`src/rtl/vec_mem_sequencer.sv`:
```
// Vector memory sequencer: breaks one vector load/store into LANES
// consecutive word or halfword beats on a single-beat memory port,
// assembles the load result and signals completion to the pipeline.
//
// state  | meaning
// IDLE   | waiting for start; operands latched on accept
// ACCESS | issuing one beat per lane, advancing on mem_ready
// FINISH | one-cycle done pulse, vec_we for loads, pipeline released
module vec_mem_sequencer #(
  parameter int LANES  = 4,
  parameter int DATA_W = 32,
  parameter int ADDR_W = 32
) (
  input  logic                    clk,
  input  logic                    rst,
  input  logic                    start,
  input  logic                    is_store,
  input  logic                    half,
  input  logic [ADDR_W-1:0]       base_addr,
  input  logic [LANES*DATA_W-1:0] store_vec,
  input  logic                    mem_ready,
  input  logic [DATA_W-1:0]       mem_rdata,
  output logic                    mem_req,
  output logic                    mem_we,
  output logic                    mem_half,
  output logic [ADDR_W-1:0]       mem_addr,
  output logic [DATA_W-1:0]       mem_wdata,
  output logic [LANES*DATA_W-1:0] load_vec,
  output logic                    vec_we,
  output logic                    stall,
  output logic                    busy,
  output logic                    done
);

  localparam int LANE_W = $clog2(LANES);

  localparam logic [1:0] ST_IDLE   = 2'd0;
  localparam logic [1:0] ST_ACCESS = 2'd1;
  localparam logic [1:0] ST_FINISH = 2'd2;

  localparam logic [LANE_W-1:0] LAST_LANE = LANE_W'(LANES - 1);

  logic [1:0]              state_q, state_d;
  logic                    is_store_q, is_store_d;
  logic                    half_q, half_d;
  logic [ADDR_W-1:0]       base_q, base_d;
  logic [LANES*DATA_W-1:0] store_q, store_d;
  logic [LANES*DATA_W-1:0] load_vec_q, load_vec_d;
  logic [LANE_W-1:0]       lane_q, lane_d;

  logic                    in_idle, in_access, in_finish;
  logic [ADDR_W-1:0]       lane_a, lane_off;
  logic [DATA_W-1:0]       lane_word;
  int unsigned             lane_idx;

  assign in_idle   = (state_q == ST_IDLE);
  assign in_access = (state_q == ST_ACCESS);
  assign in_finish = (state_q == ST_FINISH);

  // Lane byte offset is lane*2 or lane*4; the add below wraps modulo 2^ADDR_W.
  assign lane_idx  = 32'(lane_q);
  assign lane_a    = ADDR_W'(lane_q);
  assign lane_off  = half_q ? (lane_a << 1) : (lane_a << 2);
  assign lane_word = store_q[lane_idx*DATA_W +: DATA_W];

  // Next-state, operand latch, lane counter and load assembly
  always_comb begin
    state_d    = state_q;
    is_store_d = is_store_q;
    half_d     = half_q;
    base_d     = base_q;
    store_d    = store_q;
    lane_d     = lane_q;
    load_vec_d = load_vec_q;
    case (state_q)
      ST_IDLE: begin
        if (start) begin
          is_store_d = is_store;
          half_d     = half;
          base_d     = base_addr;
          store_d    = store_vec;
          lane_d     = '0;
          state_d    = ST_ACCESS;
        end
      end
      ST_ACCESS: begin
        if (mem_ready) begin
          if (!is_store_q) begin
            load_vec_d[lane_idx*DATA_W +: DATA_W] =
              half_q ? DATA_W'(mem_rdata[15:0]) : mem_rdata;
          end
          if (lane_q == LAST_LANE) begin
            state_d = ST_FINISH;
          end else begin
            lane_d = lane_q + 1'b1;
          end
        end
      end
      ST_FINISH: begin
        // start here is deliberately dropped; it is taken on the next IDLE cycle
        state_d = ST_IDLE;
      end
      default: begin
        state_d = ST_IDLE;
      end
    endcase
  end

  // State and operand registers, cleared asynchronously
  always_ff @(posedge clk or negedge rst) begin
    if (!rst) begin
      state_q    <= ST_IDLE;
      is_store_q <= 1'b0;
      half_q     <= 1'b0;
      base_q     <= '0;
      store_q    <= '0;
      lane_q     <= '0;
      load_vec_q <= '0;
    end else begin
      state_q    <= state_d;
      is_store_q <= is_store_d;
      half_q     <= half_d;
      base_q     <= base_d;
      store_q    <= store_d;
      lane_q     <= lane_d;
      load_vec_q <= load_vec_d;
    end
  end

  // Memory port is decoded purely from state and latched operands, so it
  // holds steady while mem_ready is low and is zero outside ACCESS.
  always_comb begin
    mem_req   = in_access;
    mem_we    = in_access & is_store_q;
    mem_half  = in_access & half_q;
    mem_addr  = in_access ? (base_q + lane_off) : '0;
    mem_wdata = '0;
    if (in_access) begin
      mem_wdata = half_q ? DATA_W'(lane_word[15:0]) : lane_word;
    end
  end

  // Pipeline handshake: stall drops in FINISH so the stage advances with done
  always_comb begin
    vec_we   = in_finish & ~is_store_q;
    done     = in_finish;
    busy     = ~in_idle;
    stall    = in_access | (in_idle & start);
    load_vec = load_vec_q;
  end

endmodule

```
`config.mk`:
```
export PLATFORM = sky130hd
export DESIGN_NAME = vec_mem_sequencer
export DESIGN_NICKNAME = d
export VERILOG_FILES = /design/src/rtl/vec_mem_sequencer.sv
export SDC_FILE = /design/constraint.sdc
export NUM_CORES = 1
export LEC_CHECK = 0
export CAP_MARGIN = 20
export CORE_MARGIN = 2
export CORE_UTILIZATION = 40
export CTS_CLUSTER_DIAMETER = 200
export DETAILED_ROUTE_END_ITERATION = 10
export MAX_ROUTING_LAYER = met4
export PLACE_DENSITY = 0.85
export SLEW_MARGIN = 15
export SYNTH_ARGS = -nofsm -noshare
export SYNTH_HDL_FRONTEND = slang
export SYNTH_SLANG_ARGS = --single-unit
```
`constraint.sdc`:
```
create_clock -name clk -period 3.15 [get_ports clk]
set_input_delay 0.63 -clock clk [delete_from_list [all_inputs] [get_ports clk]]
set_output_delay 0.63 -clock clk [all_outputs]
set_load 0.03 [all_outputs]
```
==> impl_metrics.env, run 1 <==
export IMPL_rsz0062_at_grt="true"
export IMPL_rows=66
export IMPL_final_hold_violation_count=0
export IMPL_worst_pin_slew_ns=0.901
export IMPL_path_cells="buf_6 -> o21a_4 -> fa_2 -> nor2b_4 -> o2111ai_4 -> buf_2 -> nor4_1 -> o221a_2 -> buf_4"
export IMPL_grt_start_max_net_pins=161
export IMPL_hold_class="in2async"
export IMPL_drtAntennaViolNets=0
export IMPL_synth_common_cells="nand2_1, dfrtp_1, clkbuf_1"
export IMPL_met2WireLength_um=19800
export IMPL_min_period_ns=3.60
export IMPL_postCtsHoldBufs=0
export IMPL_syn_to_final_growth_pct=46.5
export IMPL_maxCapViolCount=0
export IMPL_grt_usage_pct=24.3
export IMPL_clk_path_buf_depth=3
export IMPL_dp_slack_ns=0.0704
export IMPL_synth_largest_area_cell="dfrtp_1"
export IMPL_met3_length_um=3890
export IMPL_clock_sinks=294
export IMPL_pwr_share_seq_pct=31.7
export IMPL_grt_pass1_wl_um=64000
export IMPL_drt_iter0_markers=753
export IMPL_syn_area_per_cell_um2=9.44
export IMPL_cts_made_buffers=31
export IMPL_dr_max_layer_used="met4"
export IMPL_finalSetupViolCount=27
export IMPL_pwr_density_cell_mw_per_mm2=1090
export IMPL_ys_warn_count=0
export IMPL_root_buffer="clkbuf_16"
export IMPL_worst_setup_path_start_kind="flop"
export IMPL_synth_seq_cells=294
export IMPL_via_count=11900
export IMPL_fmax_mhz=278
export IMPL_crit_arrival_ns=2.97
export IMPL_power_leakage_nw=8.82
export IMPL_intPower_mw=12.1
export IMPL_clock_skew_ns=0.0180
export IMPL_utilization_pct=59.2
export IMPL_worst_r2r_setup_slack_ns=0.70
export IMPL_status="complete, but fails checks"
export IMPL_place_congestion=0.890
export IMPL_core_mm2=0.0325
export IMPL_synthCells=1390
export IMPL_vdd_drop_max_mv=0.617
export IMPL_slew_viol_final=0
export IMPL_yosysUniqueCellTypes=51
export IMPL_die_h_um=185
export IMPL_path_class="reg2out"
export IMPL_fin_nets=1994
export IMPL_die_w_um=185
export IMPL_slowest_delay_ns=0.42
export IMPL_switching_power_mw=8.97
export IMPL_combinationalPowerShare_pct=51.1
export IMPL_end_kind="output port"
export IMPL_swShare_pct=42.7
export IMPL_grt_overflow_total=0
export IMPL_synth_area_mm2=0.0131
export IMPL_syn_num_nets=1598
export IMPL_setup_slack_ns=-0.446
export IMPL_grt_pass1_vias=11900
export IMPL_antenna_found_initial=3
export IMPL_clock_latency_ns=0.56
export IMPL_dieArea_mm2=0.0343
export IMPL_crit_path_max_fanout=10
export IMPL_tritoncts="built"
export IMPL_drc=0
export IMPL_place_detailed_hpwl_um=28700
export IMPL_cp_top_family="compound AO/OA/AOI/OAI gates"
export IMPL_final_layout_size_suffix_gt1_share_pct=15.4
export IMPL_r2r_start="lane_q[0]"
export IMPL_synthTopCellsByArea="dfrtp_1, nand2_1, mux4_2, o31ai_1, o21ai_0"
export IMPL_required_ns=2.52
export IMPL_ioPinCount=397
export IMPL_relSlewSlack_pct=39.8
export IMPL_yosysTopAreaCellShare_pct=56.1
export IMPL_synth_flop_cell="dfrtp_1"
export IMPL_seq_area_frac_synth_pct=56.1
export IMPL_cp_slowest_cell="fa_2"
export IMPL_r2r_end="load_vec[20]"
export IMPL_wl_met1_um=16100
export IMPL_cts_htree_levels=1
export IMPL_violations="setup timing"
export IMPL_clk_pin_slew_worst_paths_ns=0.06
export IMPL_wl_um=41500
export IMPL_finalCritPeriodShare_pct=114
export IMPL_path_buf_inv=3
export IMPL_io_buffer_count=396
export IMPL_ff2ff_path_depth=6
export IMPL_synth_edf_count=0
export IMPL_wl_per_cell_um=18.4
export IMPL_vias_per_cell=5.26
export IMPL_ys_async_sr_fraction_pct=100
export IMPL_synth_most_common_cell="nand2_1"
export IMPL_firstDrtPassIters=5
export IMPL_start_util_pct=40.4
export IMPL_p_clk_share_pct=17.2
==> sequential cells by signal, indices dropped and copies added (netlist names) <==
register and count:
half_q 1, state_q 2, store_q 128, lane_q 2
base_q 32, is_store_q 1, load_vec 128
==> placed cells by master (no fill, tap or decap), drive strengths merged, types with 2 or more instances in the layout <==
cell type      count
and3               3
ha                 9
mux2i              4
o31ai             43
xor2               6
or4               12
nor2              13
bufinv             3
or2                2
clkdlybuf4s50    328
buf              123
a22o              33
or3                8
nand3             10
o21a               2
and4               3
clkbuf            43
o21ai             73
nand2b            24
diode              3
nor3               2
o2111ai            2
nand2            630
clkinv             7
nor4               5
dfrtp            294
inv               11
mux4              32
a21oi             17
and2              23
nand4              8
nor2b             21
==> metal layers <==
| layer | vias up | track usage [%] |
|---|---|---|
| met5 | - | - |
| met4 | 0 | 9.33 |
| met3 | 128 | 5.70 |
| met2 | 626 | 39.0 |
| met1 | 5710 | 30.0 |
| li1 | 5394 | - |
==> kinds of logic (layout without fill, tap and decap cells) <==
logic type / count (synthesis) / after routing / share of synthesized area [%]
buf+inv: 99 / 517 / 3.09
mux: 37 / 37 / 5.88
compound gates: 176 / 176 / 8.75
flops: 294 / 294 / 56.1
fa+ha+maj: 10 / 10 / 1.01
xor+xnor: 7 / 7 / 0.467
other cells: 0 / 3 / 0
simple gates: 767 / 767 / 24.7
==> worst max path at each step <==
| stage | from | endpoint | slack, ns | depth (start not counted) |
|---|---|---|---|---|
| after global placement | lane_q[0] | mem_addr[24] | 0.13 | 10 |
| after global routing | half_q | mem_addr[15] | -0.56 | 9 |
| after detailed placement | lane_q[0] | mem_addr[24] | 0.07 | 10 |
| final | half_q | mem_addr[19] | -0.45 | 9 |
| after CTS | half_q | mem_addr[29] | -0.42 | 10 |
| after floorplan | lane_q[0] | mem_addr[17] | -0.04 | 11 |
==> what timing repair did <==
item / CTS / global route
cloned: 2 / 0
pin swaps: 28 / 17
endpoints found under the setup margin: 58 / 43
resized for setup: 46 / 21
setup buffers: 14 / 5
==> power by group through the flow <==
stage | Combinational (mW) | Clock (mW) | Sequential, mW
4_1_cts | 10.6 | 3.68 | 6.62
2_1_floorplan | 5.09 | 0 | 7.72
6_report | 10.7 | 3.61 | 6.68
5_1_grt | 11.5 | 3.85 | 6.86
3_3_place_gp | 10.1 | 0 | 6.55
3_5_place_dp | 10.3 | 0 | 6.66
==> per-stage QoR <==
step	total power [mW]	instance area (µm²)	setup TNS [ns]	hold WS [ns]	cells
after floorplan	12.8	13500	-0.126	0.334	1390
after global placement	16.6	17800	0	0.451	2174
after detailed placement	16.9	17800	0	0.455	2174
after CTS	20.9	19100	-7.38	0.0645	2245
after global routing	22.2	19200	-11.24	0.0905	2253
final	21.0	19200	-8.78	0.0554	2253
==> layout make-up <==
cell class | instances | area, µm²
Antenna cell | 3 | 7.51
Clock buffer | 43 | 861
Clock inverter | 12 | 145
Fill cell | 2600 | 13200
Inverter | 10 | 42.5
Multi-Input combinational cell | 997 | 5830
Sequential cell | 294 | 7360
Tap cell | 442 | 553
Timing Repair Buffer | 452 | 4420
==> worst register-to-register path: cells and delay by family, from the launching register on <==
family / cells / cell delay, ns
compound gates: 1 / 0.52
fa+ha+maj: 1 / 0.42
buf+inv: 3 / 0.28
flops: 1 / 0.37
simple gates: 1 / 0.74
(Power assumes the default switching activity.)
==> inputs of run 2 (changes only) <==
Settings changed: SETUP_SLACK_MARGIN set to 0.5.
==> impl_metrics.env, run 2 (synthesis gave the netlist of run 1 again) <==
export IMPL_status="complete, but fails checks"
export IMPL_violations="setup timing"
export IMPL_r2r_start="lane_q[0]"
export IMPL_grt_start_max_net_pins=161
export IMPL_worst_pin_slew_ns=0.853
export IMPL_end_kind="output port"
export IMPL_wl_um=42800
export IMPL_slew_viol_final=0
export IMPL_clock_skew_ns=0.0126
export IMPL_clock_latency_ns=0.55
export IMPL_switching_power_mw=9.35
export IMPL_finalSetupViolCount=27
export IMPL_grt_pass1_wl_um=65400
export IMPL_start_util_pct=40.4
export IMPL_hold_class="in2async"
export IMPL_intPower_mw=12.6
export IMPL_postCtsHoldBufs=0
export IMPL_fmax_mhz=271
export IMPL_grt_usage_pct=25.2
export IMPL_met2WireLength_um=20600
export IMPL_hold_ws_ns=0.0729
export IMPL_required_ns=2.52
export IMPL_pwr_density_cell_mw_per_mm2=1100
export IMPL_maxCapViolCount=0
export IMPL_antenna_found_initial=2
export IMPL_final_layout_size_suffix_gt1_share_pct=18.4
export IMPL_dr_max_layer_used="met4"
export IMPL_drt_iter0_markers=721
export IMPL_rsz0062_at_grt="true"
export IMPL_path_class="reg2out"
export IMPL_final_hold_violation_count=0
export IMPL_grt_overflow_total=0
export IMPL_finalCritPeriodShare_pct=117
export IMPL_firstDrtPassIters=6
export IMPL_min_period_ns=3.69
export IMPL_crit_path_max_fanout=5
export IMPL_fin_nets=1994
export IMPL_root_buffer="clkbuf_16"
export IMPL_wl_per_cell_um=19.0
export IMPL_grt_pass1_vias=12100
export IMPL_power_leakage_nw=9.02
export IMPL_die_h_um=185
export IMPL_clk_pin_slew_worst_paths_ns=0.07
export IMPL_pwr_share_seq_pct=30.6
export IMPL_ioPinCount=397
export IMPL_dp_slack_ns=-0.0472
export IMPL_wl_met1_um=16700
export IMPL_combinationalPowerShare_pct=53.9
export IMPL_cts_htree_levels=1
export IMPL_setup_tns_ns=-9.35
export IMPL_rows=66
export IMPL_drtAntennaViolNets=0
export IMPL_setup_slack_ns=-0.535
export IMPL_r2r_end="load_vec[19]"
export IMPL_crit_arrival_ns=3.06
export IMPL_vdd_drop_max_mv=0.596
export IMPL_layout_commonest_cell="nand2_1"
export IMPL_clock_sinks=294
export IMPL_swShare_pct=42.6
export IMPL_via_count=12000
export IMPL_ff2ff_path_depth=5
export IMPL_met3_length_um=3780
export IMPL_io_buffer_count=396
export IMPL_mostFrequentLayoutCells="nand2_1, clkdlybuf4s50_1, dfrtp_1"
export IMPL_cts_made_buffers=29
export IMPL_place_congestion=0.877
export IMPL_worst_setup_path_start_kind="flop"
export IMPL_tritoncts="built"
export IMPL_die_w_um=185
export IMPL_vias_per_cell=5.31
export IMPL_core_mm2=0.0325
export IMPL_relSlewSlack_pct=43.0
export IMPL_dieArea_mm2=0.0343
export IMPL_worst_r2r_setup_slack_ns=0.79
export IMPL_place_detailed_hpwl_um=28600
export IMPL_p_clk_share_pct=15.6
export IMPL_clk_path_buf_depth=3
export IMPL_syn_to_final_growth_pct=51.4
export IMPL_drc=0
[run 2: metrics by stage]
stage / util [%] / instances / power [mW] / instance area (µm²)
2_1_floorplan: - / 1390 / 13.0 / 13700
5_1_grt: 61.2 / 2249 / 23.1 / 19900
4_1_cts: 60.6 / 2244 / 21.7 / 19700
3_3_place_gp: 55.6 / 2179 / 16.9 / 18000
3_5_place_dp: 55.6 / 2179 / 17.2 / 18000
6_report: 61.2 / 2249 / 21.9 / 19900
[run 2: power groups by stage]
stage	Clock (mW)	Combinational (mW)	Sequential (mW)
6_report	3.41	11.8	6.70
5_1_grt	3.64	12.6	6.89
4_1_cts	3.45	11.5	6.66
3_5_place_dp	0	10.5	6.67
3_3_place_gp	0	10.3	6.57
2_1_floorplan	0	5.27	7.73
[run 2: cell type report]
class | count | area (µm²)
fill | 2459 | 12600
sequential | 294 | 7360
multi-input combinational | 997 | 6210
timing repair buffer | 454 | 4760
clock buffer | 38 | 810
tap | 442 | 553
clock inverter | 12 | 120
inverter | 10 | 40.0
antenna | 2 | 5.00
[run 2: worst max-delay path by stage]
stage,from,slack (ns),to
floorplan,lane_q[0],-0.04,mem_addr[21]
global placement,lane_q[0],0.02,mem_addr[23]
detailed placement,lane_q[0],-0.05,mem_addr[23]
CTS,half_q,-0.46,mem_addr[23]
global route,half_q,-0.59,mem_addr[23]
finish,lane_q[0],-0.54,mem_addr[23]
[run 2: what timing repair did]
action,CTS,global route
pin swaps,21,18
endpoints found under the setup margin,66,63
gates cloned,4,0
resized for setup,135,40
buffers inserted,11,3
[run 2: layer usage]
metal / track usage, % / up-vias
met5: - / -
met4: 10.8 / 0
met3: 4.90 / 112
met2: 40.6 / 652
met1: 31.1 / 5795
li1: - / 5392
[run 2: worst max-delay path, stage by stage, from the launching register on]
cell	delay [ns]
dfrtp_2	0.42
and2_4	0.17
ha_4	0.13
inv_2	0.03
fa_2	0.37
nor2b_4	0.17
o2111ai_4	0.23
buf_6	0.20
or4_4	0.43
a21oi_4	0.20
buf_6	0.15
==> inputs of run 3 (changes only) <==
Settings changed: CORE_UTILIZATION 40 to 43, PLACE_DENSITY 0.85 to 0.89, SETUP_SLACK_MARGIN 0.5 to not set, TNS_END_PERCENT set to 20.
==> impl_metrics.env, run 3 (synthesis gave the netlist of run 1 again) <==
export IMPL_syn_to_final_growth_pct=43.6
export IMPL_intPower_mw=11.8
export IMPL_cts_htree_levels=1
export IMPL_via_count=11800
export IMPL_r2r_start="lane_q[0]"
export IMPL_drc=0
export IMPL_relSlewSlack_pct=43.9
export IMPL_combinationalPowerShare_pct=50.8
export IMPL_fin_nets=1977
export IMPL_fill_cells=2274
export IMPL_multiInputGateArea_mm2=0.00570
export IMPL_firstDrtPassIters=5
export IMPL_pwr_share_seq_pct=32.4
export IMPL_switching_power_mw=8.83
export IMPL_postCtsHoldBufs=0
export IMPL_tritoncts="built"
export IMPL_required_ns=2.52
export IMPL_grt_overflow_total=0
export IMPL_path_class="reg2out"
export IMPL_finalCritPeriodShare_pct=112
export IMPL_rows=63
export IMPL_cts_made_buffers=29
export IMPL_worst_setup_path_start_kind="flop"
export IMPL_finish_instance_area_mm2=0.0188
export IMPL_swShare_pct=42.9
export IMPL_clock_sinks=294
export IMPL_slew_viol_final=0
export IMPL_grt_usage_pct=26.0
export IMPL_wl_per_cell_um=18.7
export IMPL_power_leakage_nw=8.70
export IMPL_vdd_drop_max_mv=0.559
export IMPL_clk_path_buf_depth=3
export IMPL_worst_pin_slew_ns=0.839
export IMPL_clk_pin_slew_worst_paths_ns=0.06
export IMPL_place_congestion=0.932
export IMPL_crit_path_max_fanout=6
export IMPL_grt_pass1_wl_um=63600
export IMPL_finalSetupViolCount=27
export IMPL_status="complete, but fails checks"
export IMPL_ioPinCount=397
export IMPL_dp_slack_ns=0.0343
export IMPL_grt_start_max_net_pins=161
export IMPL_fmax_mhz=284
export IMPL_core_mm2=0.0299
export IMPL_seq_area_mm2=0.00736
export IMPL_start_util_pct=43.9
export IMPL_dieArea_mm2=0.0319
export IMPL_utilization_pct=63.1
export IMPL_violations="setup timing"
export IMPL_endpoint="mem_addr[24]"
export IMPL_setup_slack_ns=-0.370
export IMPL_io_buffer_count=396
export IMPL_die_w_um=179
export IMPL_die_h_um=179
export IMPL_wl_um=40700
export IMPL_worst_r2r_setup_slack_ns=0.83
export IMPL_r2r_end="load_vec[19]"
export IMPL_clock_skew_ns=0.00781
export IMPL_final_layout_size_suffix_gt1_share_pct=14.2
export IMPL_min_period_ns=3.52
export IMPL_layout_commonest_cell="nand2_1"
export IMPL_mostFrequentLayoutCells="nand2_1, clkdlybuf4s50_1, dfrtp_1"
export IMPL_p_clk_share_pct=16.8
export IMPL_clock_latency_ns=0.54
export IMPL_vias_per_cell=5.41
export IMPL_drt_iter0_markers=842
export IMPL_grt_pass1_vias=12000
export IMPL_pwr_density_cell_mw_per_mm2=1090
export IMPL_stdcell_count=2179
export IMPL_maxCapViolCount=0
export IMPL_dpl_cell_count=2120
export IMPL_hold_ws_ns=0.0676
export IMPL_drtAntennaViolNets=0
export IMPL_place_detailed_hpwl_um=28100
export IMPL_antenna_found_initial=2
export IMPL_end_kind="output port"
export IMPL_crit_arrival_ns=2.89
export IMPL_final_hold_violation_count=0
export IMPL_hold_class="in2async"
export IMPL_cp_startpoint="half_q"
export IMPL_placed_area_mm2=0.0176
export IMPL_root_buffer="clkbuf_16"
export IMPL_ff2ff_path_depth=5
export IMPL_rsz0062_at_grt="true"
## run 3: cell types whose count changed in the layout (fill, tap and decap cells not counted), moves of 6 or more
cell / delta
nor2b_1: +12
nor2_1: +9
nor2b_4: -12
and2_1: +16
buf_4: +37
buf_6: -46
and2_4: -16
a21oi_4: -7
nor2_4: -6
## run 3: area by class of cell
| cell class | count | area share (%) |
|---|---|---|
| flip-flops and latches | 294 | 39.1 |
| multi-input cells | 997 | 30.3 |
| repair buffers | 437 | 22.8 |
| clock buffers | 38 | 4.30 |
| well taps | 390 | 2.59 |
| clock inverters | 11 | 0.737 |
| inverters | 10 | 0.199 |
| diodes | 2 | 0.0266 |
## run 3: power groups by stage
stage	logic [mW]	clock network [mW]	registers (mW)
after detailed placement	10.2	0	6.66
final	10.5	3.46	6.67
after floorplan	5.02	0	7.71
after CTS	10.5	3.52	6.64
after global placement	9.97	0	6.54
after global routing	11.2	3.67	6.85
## run 3: how the worst min path moves through the flow
stage	endpoint	slack (ns)	cells past startpoint
2_1_floorplan	base_q[0]	0.33	0
3_3_place_gp	store_q[88]	0.45	2
3_5_place_dp	store_q[90]	0.46	2
4_1_cts	store_q[67]	0.08	1
5_1_grt	store_q[33]	0.11	1
6_report	base_q[0]	0.07	1
## run 3: stage by stage
step / setup TNS (ns) / power, mW
floorplan: -1.03 / 12.7
global placement: 0 / 16.5
detailed placement: 0 / 16.9
CTS: -9.27 / 20.6
global route: -10.06 / 21.8
finish: -6.71 / 20.6
## run 3: timing repair
item                                    in CTS  in global routing
pin swaps                                   19                 13
cloned                                       3                  0
endpoints found under the setup margin      57                 60
buffers inserted                             4                  1
gates resized for setup                     37                 14
## run 3: critical path, cell delays in order, from the launching register on
cell and delay [ns]:
dfrtp_1 0.42, buf_6 0.14, nand2_2 0.05, o21a_1 0.18, inv_2 0.06, ha_4 0.26, a211o_1 0.14, nand3_2 0.12
buf_6 0.18, or4_4 0.52, a21oi_4 0.15, buf_6 0.15
## run 3: metal layers
metal	wire length [µm]	track usage (%)	vias to the layer above
met2	19800	42.9	603
met3	3250	4.11	111
met5	0	-	-
met1	16100	32.5	5744
met4	1560	10.1	0
li1	-	-	5340
